===== config.mk =====
export PLATFORM = sky130hd
export DESIGN_NAME = pwm_capture
export DESIGN_NICKNAME = d
export VERILOG_FILES = /design/src/rtl/pwm_cap_pkg.sv /design/src/rtl/pwm_cap_filt.sv /design/src/rtl/pwm_capture.sv
export SDC_FILE = /design/constraint.sdc
export NUM_CORES = 1
export LEC_CHECK = 0
export ABC_AREA = 1
export CELL_PAD_IN_SITES_DETAIL_PLACEMENT = 1
export CELL_PAD_IN_SITES_GLOBAL_PLACEMENT = 1
export CORE_UTILIZATION = 43
export CTS_CLUSTER_DIAMETER = 30
export CTS_CLUSTER_SIZE = 14
export DETAILED_ROUTE_END_ITERATION = 12
export MAX_ROUTING_LAYER = met4
export PLACE_DENSITY = 0.9
export SLEW_MARGIN = 20
export SYNTH_ARGS = -nofsm -noshare
export SYNTH_HDL_FRONTEND = slang
export SYNTH_HIERARCHICAL = 1
export SYNTH_SLANG_ARGS = --single-unit

===== constraint.sdc =====
create_clock -name clk -period 2.3 [get_ports clk]
set_clock_uncertainty 0.2 [all_clocks]
set_input_delay 0.46 -clock clk [delete_from_list [all_inputs] [get_ports clk]]
set_output_delay 0.46 -clock clk [all_outputs]
set_load 0.05 [all_outputs]

===== src/rtl/pwm_cap_pkg.sv =====
// Shared types and constants for the PWM input-capture unit.
package pwm_cap_pkg;

  localparam int unsigned MAX_DW = 32;
  // All-ones at the widest supported width; truncated to DW where used.
  localparam logic [MAX_DW-1:0] CNT_MAX = '1;

  typedef enum logic [1:0] {
    IDLE = 2'd0,
    ARM  = 2'd1,
    HIGH = 2'd2,
    LOW  = 2'd3
  } state_t;

endpackage


===== src/rtl/pwm_cap_filt.sv =====
// Input conditioning: 2-FF synchronizer, FLT-cycle glitch filter, registered edge detect.
module pwm_cap_filt #(
  parameter int unsigned FLT = 2
) (
  input  logic clk,
  input  logic rst_n,
  input  logic cap_in,
  output logic lvl,
  output logic rise,
  output logic fall
);

  localparam int unsigned CW = (FLT > 1) ? $clog2(FLT) : 1;

  logic          s1;
  logic          s2;
  logic          lvl_nxt;
  logic [CW-1:0] dcnt;
  logic [CW-1:0] dcnt_nxt;

  // Filter output flips once the synchronized level has disagreed for FLT cycles.
  always_comb begin
    lvl_nxt  = lvl;
    dcnt_nxt = '0;
    if (FLT == 0) begin
      lvl_nxt = s2;
    end else if (s2 != lvl) begin
      if (dcnt == CW'(FLT - 1)) lvl_nxt = s2;
      else                      dcnt_nxt = dcnt + CW'(1);
    end
  end

  always_ff @(posedge clk or negedge rst_n) begin
    if (!rst_n) begin
      s1   <= 1'b0;
      s2   <= 1'b0;
      lvl  <= 1'b0;
      dcnt <= '0;
      rise <= 1'b0;
      fall <= 1'b0;
    end else begin
      s1   <= cap_in;
      s2   <= s1;
      lvl  <= lvl_nxt;
      dcnt <= dcnt_nxt;
      rise <= lvl_nxt & ~lvl;
      fall <= ~lvl_nxt & lvl;
    end
  end

endmodule


===== src/rtl/pwm_capture.sv =====
// PWM input capture: measures period and high time of cap_in in clk cycles.
module pwm_capture
  import pwm_cap_pkg::*;
#(
  parameter int unsigned DW  = 16,
  parameter int unsigned FLT = 2
) (
  input  logic          clk,
  input  logic          rst_n,
  input  logic          en,
  input  logic          clr,
  input  logic          cap_in,
  output logic [DW-1:0] period,
  output logic [DW-1:0] high_time,
  output logic          valid,
  output logic          ovf,
  output logic          irq,
  output logic          lvl
);

  localparam logic [DW-1:0] CNT_SAT = DW'(CNT_MAX);

  state_t        state;
  logic [DW-1:0] cnt;
  logic [DW-1:0] hi_lat;
  logic [DW-1:0] cnt_inc;
  logic          sat;
  logic          rise;
  logic          fall;

  pwm_cap_filt #(.FLT(FLT)) u_filt (
    .clk    (clk),
    .rst_n  (rst_n),
    .cap_in (cap_in),
    .lvl    (lvl),
    .rise   (rise),
    .fall   (fall)
  );

  assign sat     = (cnt == CNT_SAT);
  assign cnt_inc = sat ? cnt : cnt + DW'(1);

  // Measurement FSM; set events are written after clr so they win.
  always_ff @(posedge clk or negedge rst_n) begin
    if (!rst_n) begin
      state     <= IDLE;
      cnt       <= '0;
      hi_lat    <= '0;
      period    <= '0;
      high_time <= '0;
      valid     <= 1'b0;
      ovf       <= 1'b0;
      irq       <= 1'b0;
    end else begin
      valid <= 1'b0;
      if (clr) begin
        ovf <= 1'b0;
        irq <= 1'b0;
      end
      if (!en) begin
        state <= IDLE;
        cnt   <= '0;
      end else begin
        case (state)
          IDLE: begin
            cnt   <= '0;
            state <= ARM;
          end
          ARM: begin
            if (rise) begin
              cnt   <= DW'(1);
              state <= HIGH;
            end
          end
          HIGH: begin
            if (fall) begin
              hi_lat <= cnt;
              cnt    <= cnt_inc;
              state  <= LOW;
            end else if (sat) begin
              ovf   <= 1'b1;
              irq   <= 1'b1;
              cnt   <= '0;
              state <= ARM;
            end else begin
              cnt <= cnt_inc;
            end
          end
          LOW: begin
            if (rise) begin
              period    <= cnt;
              high_time <= hi_lat;
              valid     <= 1'b1;
              irq       <= 1'b1;
              cnt       <= DW'(1);
              state     <= HIGH;
            end else if (sat) begin
              ovf   <= 1'b1;
              irq   <= 1'b1;
              cnt   <= '0;
              state <= ARM;
            end else begin
              cnt <= cnt_inc;
            end
          end
          default: state <= IDLE;
        endcase
      end
    end
  end

endmodule


; ---- Word-level counts from Yosys, hierarchy flattened
; Index checks and enable logic that the tools add are counted.
[word_totals]
regBits = 75
input_bits = 5
elab_cells = 61
[op_classes]
add_sub_neg = 2
n_eq_ne = 6
mux = 32
n_bitwise = 4
reduce_logical = 3
[op_table]
columns = operator, count
row1 = 16-bit 2-to-1 mux, 6
row2 = 16-bit case mux with 4 select lines, 1
row3 = 1-bit 2-to-1 mux, 17
row4 = 16-bit by 1-bit adder with 16-bit output (second input constant), 1
row5 = 16-bit == test (second input constant), 1
row6 = 2-bit 2-to-1 mux, 5
row7 = 2-bit case mux with 4 select lines, 1
row8 = 3-bit AND reduction, 2
row9 = 2-bit == test (second input constant), 2
row10 = 1-bit case mux with 2 select lines, 2
row11 = 3-bit by 2-bit inequality test with 1-bit output (second input constant), 1
row12 = 1-bit AND, 2
row13 = 2-bit by 1-bit == test with 1-bit output (second input constant), 1
row14 = 2-bit zero test, 1
row15 = 1-bit inverter, 2
row16 = 1-bit adder (second input constant), 1
row17 = 1-bit inequality test, 1

; ---- Logic depth before layout (Yosys ltp)
; Gate-level depths: netlist (run 1).
[logic_depth]
ltp_word = 6
depth_mapped = 12
mapped_depth_nobuf = 12

; ---- Modules after synthesis
; Netlist (run 1), hierarchy kept.
[by_module_without_submodules]
columns = module, instances, cells_per_inst, area_per_inst_um2, seq_area_each_um2
row1 = pwm_capture, 1, 339, 3174.3, 1726.7
row2 = pwm_cap_filt, 1, 16, 196.4, 150.1

; ---- Worst setup path after synthesis (run 1)
; Ideal clock, no wire load.
[synth_path]
kind = register -> register
startpoint = register cnt[1]
endpoint = register cnt[0]
setup_ns = 0.134
arrival_ns = 1.683
required_ns = 1.966
slack_ns = 0.283
stages_incl_launch_ff = 13
period_less_slack_ns = 2.017
cell_sequence = dfrtp_1 -> ha_1 -> nand2_2 -> nor2_4 -> nand2_1 -> nor2_2 -> nand2_1 -> ha_1 -> inv_1 -> o21ai_0 -> o21ai_0 -> inv_1 -> o22ai_1
[synth_via]
elab_chain_len = 6
elab_cells_between_ends = 7
classes_between = eq/ne: 1 / mux: 6
[synth_rtl]
columns = element, line_no
row1 = "start, declared", pwm_capture.sv:24  ; logic [DW-1:0] cnt;
row2 = "start signal, assigned", pwm_capture.sv:78  ; cnt <= cnt_inc;
row3 = "start signal, assigned", pwm_capture.sv:86  ; cnt <= cnt_inc;
row4 = "start signal, assigned", pwm_capture.sv:103  ; cnt <= cnt_inc;
row5 = 16-bit == test (*), pwm_capture.sv:40  ; assign sat = (cnt == CNT_SAT);
row6 = 16-bit 2-to-1 mux, pwm_capture.sv:41  ; assign cnt_inc = sat ? cnt : cnt + DW'(1);
row7 = 16-bit 2-to-1 mux, "pwm_capture.sv:80, pwm_capture.sv:97"
row8 = 16-bit 2-to-1 mux (on tied branches), "pwm_capture.sv:90, pwm_capture.sv:76"
row9 = 16-bit case mux with 4 select lines (*), pwm_capture.sv:64  ; case (state)
row10 = 16-bit 2-to-1 mux (*), pwm_capture.sv:60  ; if (!en) begin
; Mark *: on every way between the ends. The rest lies on a longest branch, timed or not.
; A chain may end at the register's enable or synchronous reset.

; ---- Final worst setup path (run 1)
[layout_path]
startpoint = register period[3]
endpoint = output port period[3]
[layout_lines]
columns = element, line_no
row1 = "start, declared", pwm_capture.sv:13  ; output logic [DW-1:0] period,
row2 = "start signal, assigned", pwm_capture.sv:91  ; period <= cnt;
; No word-level cell between the ends.

==> results of run 1 <==
## state kept, by name (all words and copies together), names as in the netlist
signal	cells
high_time	16
state	2
u_filt/lvl	1
hi_lat	16
period	16
u_filt/fall	1
u_filt/s2	1
ovf	1
valid	1
u_filt/s1	1
u_filt/dcnt	1
u_filt/rise	1
irq	1
cnt	16
## power groups by stage
stage	sequential [mW]	clock, mW	combinational, mW
after floorplan	1.75	0	0.240
after global placement	1.52	0	0.711
after detailed placement	1.54	0	0.734
after CTS	1.51	1.07	0.745
after global routing	1.52	1.12	0.804
final	1.50	1.06	0.748
## layout make-up
type / instances / area [µm²]
well taps: 99 / 124
multi-input cells: 229 / 1290
fillers: 846 / 3230
clock buffers: 10 / 128
inverters: 41 / 160
repair buffers: 52 / 528
clock inverters: 6 / 72.6
flip-flops and latches: 75 / 1880
## worst paths after layout
path	end	slack, ns	cells past startpoint
worst max register to register	cnt[0]	0.15	12
worst min-delay path	u_filt/s2	0.17	0
max in group asynchronous	period[2]	0.92	3
min in group asynchronous	u_filt/lvl	0.40	2
worst min register to register	u_filt/s2	0.17	0
worst max-delay path	period[3]	0.07	1
## cell families (layout without fill, tap and decap cells)
group                    Yosys count  count (layout)  share of synthesized area (%)
AND/OR/NAND/NOR                  153             153                           22.2
flip-flops                        75              75                           55.7
AO/OA/AOI/OAI                     57              57                           9.21
buffers and inverters             51             109                           6.61
multiplexers                      16              16                           5.35
adder cells (fa/ha/maj)            2               2                          0.742
XOR/XNOR                           1               1                          0.260
## what timing repair did
action | 4_1_cts | 5_1_grt
gates resized for setup | 0 | 3
hold buffers | 1 | 0
endpoints found under the hold margin | 36 | 0
endpoints found under the setup margin | 0 | 1
buffers inserted | 0 | 2
## through the flow
step	cell area, µm²	worst slack (ns)	std cells
3_5_place_dp	3940	0.116	493
3_3_place_gp	3940	0.213	493
4_1_cts	4150	0.0196	510
2_1_floorplan	3370	0.283	355
6_report	4180	0.0725	512
5_1_grt	4180	0.0204	512
## cell usage in the layout (no fill, tap or decap), types with 2 or more instances in the layout
| master | synthesis | routed |
|---|---|---|
| mux2_2 | 15 | 15 |
| clkbuf_8 | 0 | 9 |
| nor2_4 | 6 | 8 |
| nand3_1 | 16 | 16 |
| clkdlybuf4s50_1 | 0 | 39 |
| o21ai_1 | 4 | 4 |
| nand2_1 | 69 | 68 |
| clkinv_4 | 1 | 3 |
| buf_4 | 4 | 9 |
| o21ai_2 | 2 | 2 |
| buf_12 | 0 | 3 |
| dfrtp_1 | 75 | 75 |
| o21ai_0 | 24 | 24 |
| o22ai_1 | 2 | 2 |
| inv_1 | 34 | 34 |
| nand4_1 | 6 | 6 |
| inv_2 | 5 | 5 |
| nand3_2 | 3 | 3 |
| nor3_1 | 2 | 2 |
| a21oi_1 | 21 | 21 |
| nand2_2 | 6 | 7 |
| inv_6 | 0 | 2 |
| a21oi_2 | 4 | 4 |
| nor2_1 | 37 | 37 |
## layer usage
layer  part of all wire [%]  vias up
met2                     52       55
met3                    3.7        8
met1                     43     1360
met4                    1.0        0
li1                       -     1259
met5                      0        -
==> results.sh, run 1 <==
export IMPL_async_reset_ff_share_pct=100
export IMPL_most_used_flip_flop_cell_after_synthesis="dfrtp_1"
export IMPL_clock_root_buffer="clkbuf_8"
export IMPL_netlist_top_cells_count="dfrtp_1, nand2_1, nor2_1"
export IMPL_cell_with_the_most_instances_after_synthesis="dfrtp_1"
export IMPL_fraction_of_synthesized_cell_area_taken_by_the_top_area_cell_type_pct=55.7
export IMPL_final_hold_viol_count=0
export IMPL_grt_max_degree=40
export IMPL_portion_of_the_clock_cycle_consumed_by_the_worst_path_in_the_final_layout_pct=96.8
export IMPL_fp_coreArea_um2=7410
export IMPL_h_tree_depth=3
export IMPL_ys_types=34
export IMPL_design_portCount=41
export IMPL_total_number_of_clock_tree_sinks=75
export IMPL_hold_path_class="reg2reg"
export IMPL_detail_route_vias_per_cell=5.24
export IMPL_row_count=31
export IMPL_p_clk_share_pct=32.1
export IMPL_edff_count_synth=0
export IMPL_drt_antenna_violating_nets=0
export IMPL_place_detailed_hpwl_um=5740
export IMPL_achievable_frequency_mhz=449
export IMPL_drive_above_1_share_pct=19.1
export IMPL_power_share_switching_pct=34.4
export IMPL_clockBufferDepth=2
export IMPL_total_power_mw=3.31
export IMPL_final_nets=415
export IMPL_grtUsageMet2_pct=38.9
export IMPL_num_antenna_cells=0
export IMPL_worst_setup_path_type="reg2out"
export IMPL_grt_most_used_layer="met2"
export IMPL_finalHoldWorstSlack_ns=0.167
export IMPL_syn_to_final_growth_pct=23.9
export IMPL_die_width_um=90.5
export IMPL_run_status="complete, no violations"
export IMPL_critical_path_top_delay_family="buffers and inverters"
export IMPL_antenna_found_initial=0
export IMPL_max_slew_margin_pct=64.9
export IMPL_worst_margin_slew_ns=0.525
export IMPL_routed_wire_length_per_instance_um=16.3
export IMPL_synth_warnings=6
export IMPL_power_density_cell_area_nw_per_um2=794
export IMPL_share_comb_of_total_power_pct=22.6
export IMPL_top_cells_by_area_in_the_synthesized_netlist="dfrtp_1, nand2_1, mux2_2, nor2_1, inv_1"
export IMPL_number_of_vias_after_detailed_routing=2682
export IMPL_critical_path_max_stage_delay_ns=0.83
export IMPL_dieArea_um2=8200
export IMPL_synth_ff_latch_count=75
export IMPL_groute_layer_met3_usage_pct=5.22
export IMPL_slowest_stage="clkdlybuf4s50_1"
export IMPL_lkg_pwr_nw=1.91
export IMPL_worst_path_clk_slew_ns=0.09
export IMPL_floorplan_die_height_um=90.5
export IMPL_cts_tree="built"
export IMPL_internal_power_mw=2.17
export IMPL_seqPwrFrac_pct=45.4
export IMPL_critical_path_max_fanout=2
export IMPL_final_routed_drc_violation_total=0
export IMPL_groute_usage_overall_pct=23.0
export IMPL_syn_num_nets=362
export IMPL_clock_insertion_delay_worst_skew_ns=0.36
export IMPL_average_instance_area_after_synthesis_um2=9.50
export IMPL_worst_ir_drop_vdd_uv=411
export IMPL_finalCoreUtilization_pct=56.4
export IMPL_rr_startpoint="cnt[0]"
export IMPL_setup_tns_ns=0
export IMPL_grt_residual_overflow=0
export IMPL_endpoint_kind="output port"
export IMPL_start_util_pct=45.5
export IMPL_setup_violations=0
export IMPL_synth_seq_area_share_pct=55.7
export IMPL_cp_data_required_time_ns=1.64
export IMPL_initialDrtViolationCount=107
export IMPL_worstPathBufferInverterCount=1
export IMPL_unrepaired_setup_endpoints_after_global_routing="no"
export IMPL_mappedNetlistArea_um2=3370
export IMPL_dr_pass1_iters=4
export IMPL_cts_inserted_buffers=9
export IMPL_slew_viol_final=0
export IMPL_grt_pass1_vias=2895
export IMPL_timing_critical_path_from="period[3]"
export IMPL_cp_data_arrival_time_ns=1.57
export IMPL_synthCells=355
export IMPL_max_cap_viol_count=0
export IMPL_buffer_ports_inserted=40
export IMPL_synth_top_cell_by_area="dfrtp_1"
export IMPL_grt_pass1_wl_um=14300
export IMPL_timing_critical_path_from_type="register"
export IMPL_final_min_clock_period_ns=2.23
export IMPL_place_congestion=0.868
export IMPL_groute_layer_met1_usage_pct=27.5
export IMPL_postRouteWirelength_um=8330
export IMPL_worstPathCellList="clkdlybuf4s50_1"
export IMPL_netSwitchingPower_mw=1.14
export IMPL_worstHoldStart="u_filt/s1"
No activity file was read; power rests on OpenSTA's default activity.
==> inputs of run 2 (changes only) <==
--- a/config.mk
+++ b/config.mk
@@ -6,6 +6,7 @@
 export NUM_CORES = 1
 export LEC_CHECK = 0
 export ABC_AREA = 1
+export CAP_MARGIN = 20
 export CELL_PAD_IN_SITES_DETAIL_PLACEMENT = 1
 export CELL_PAD_IN_SITES_GLOBAL_PLACEMENT = 1
 export CORE_UTILIZATION = 43
==> results of run 2 <==
Same layout as run 1: the final DEF is identical, and so are final timing and power.
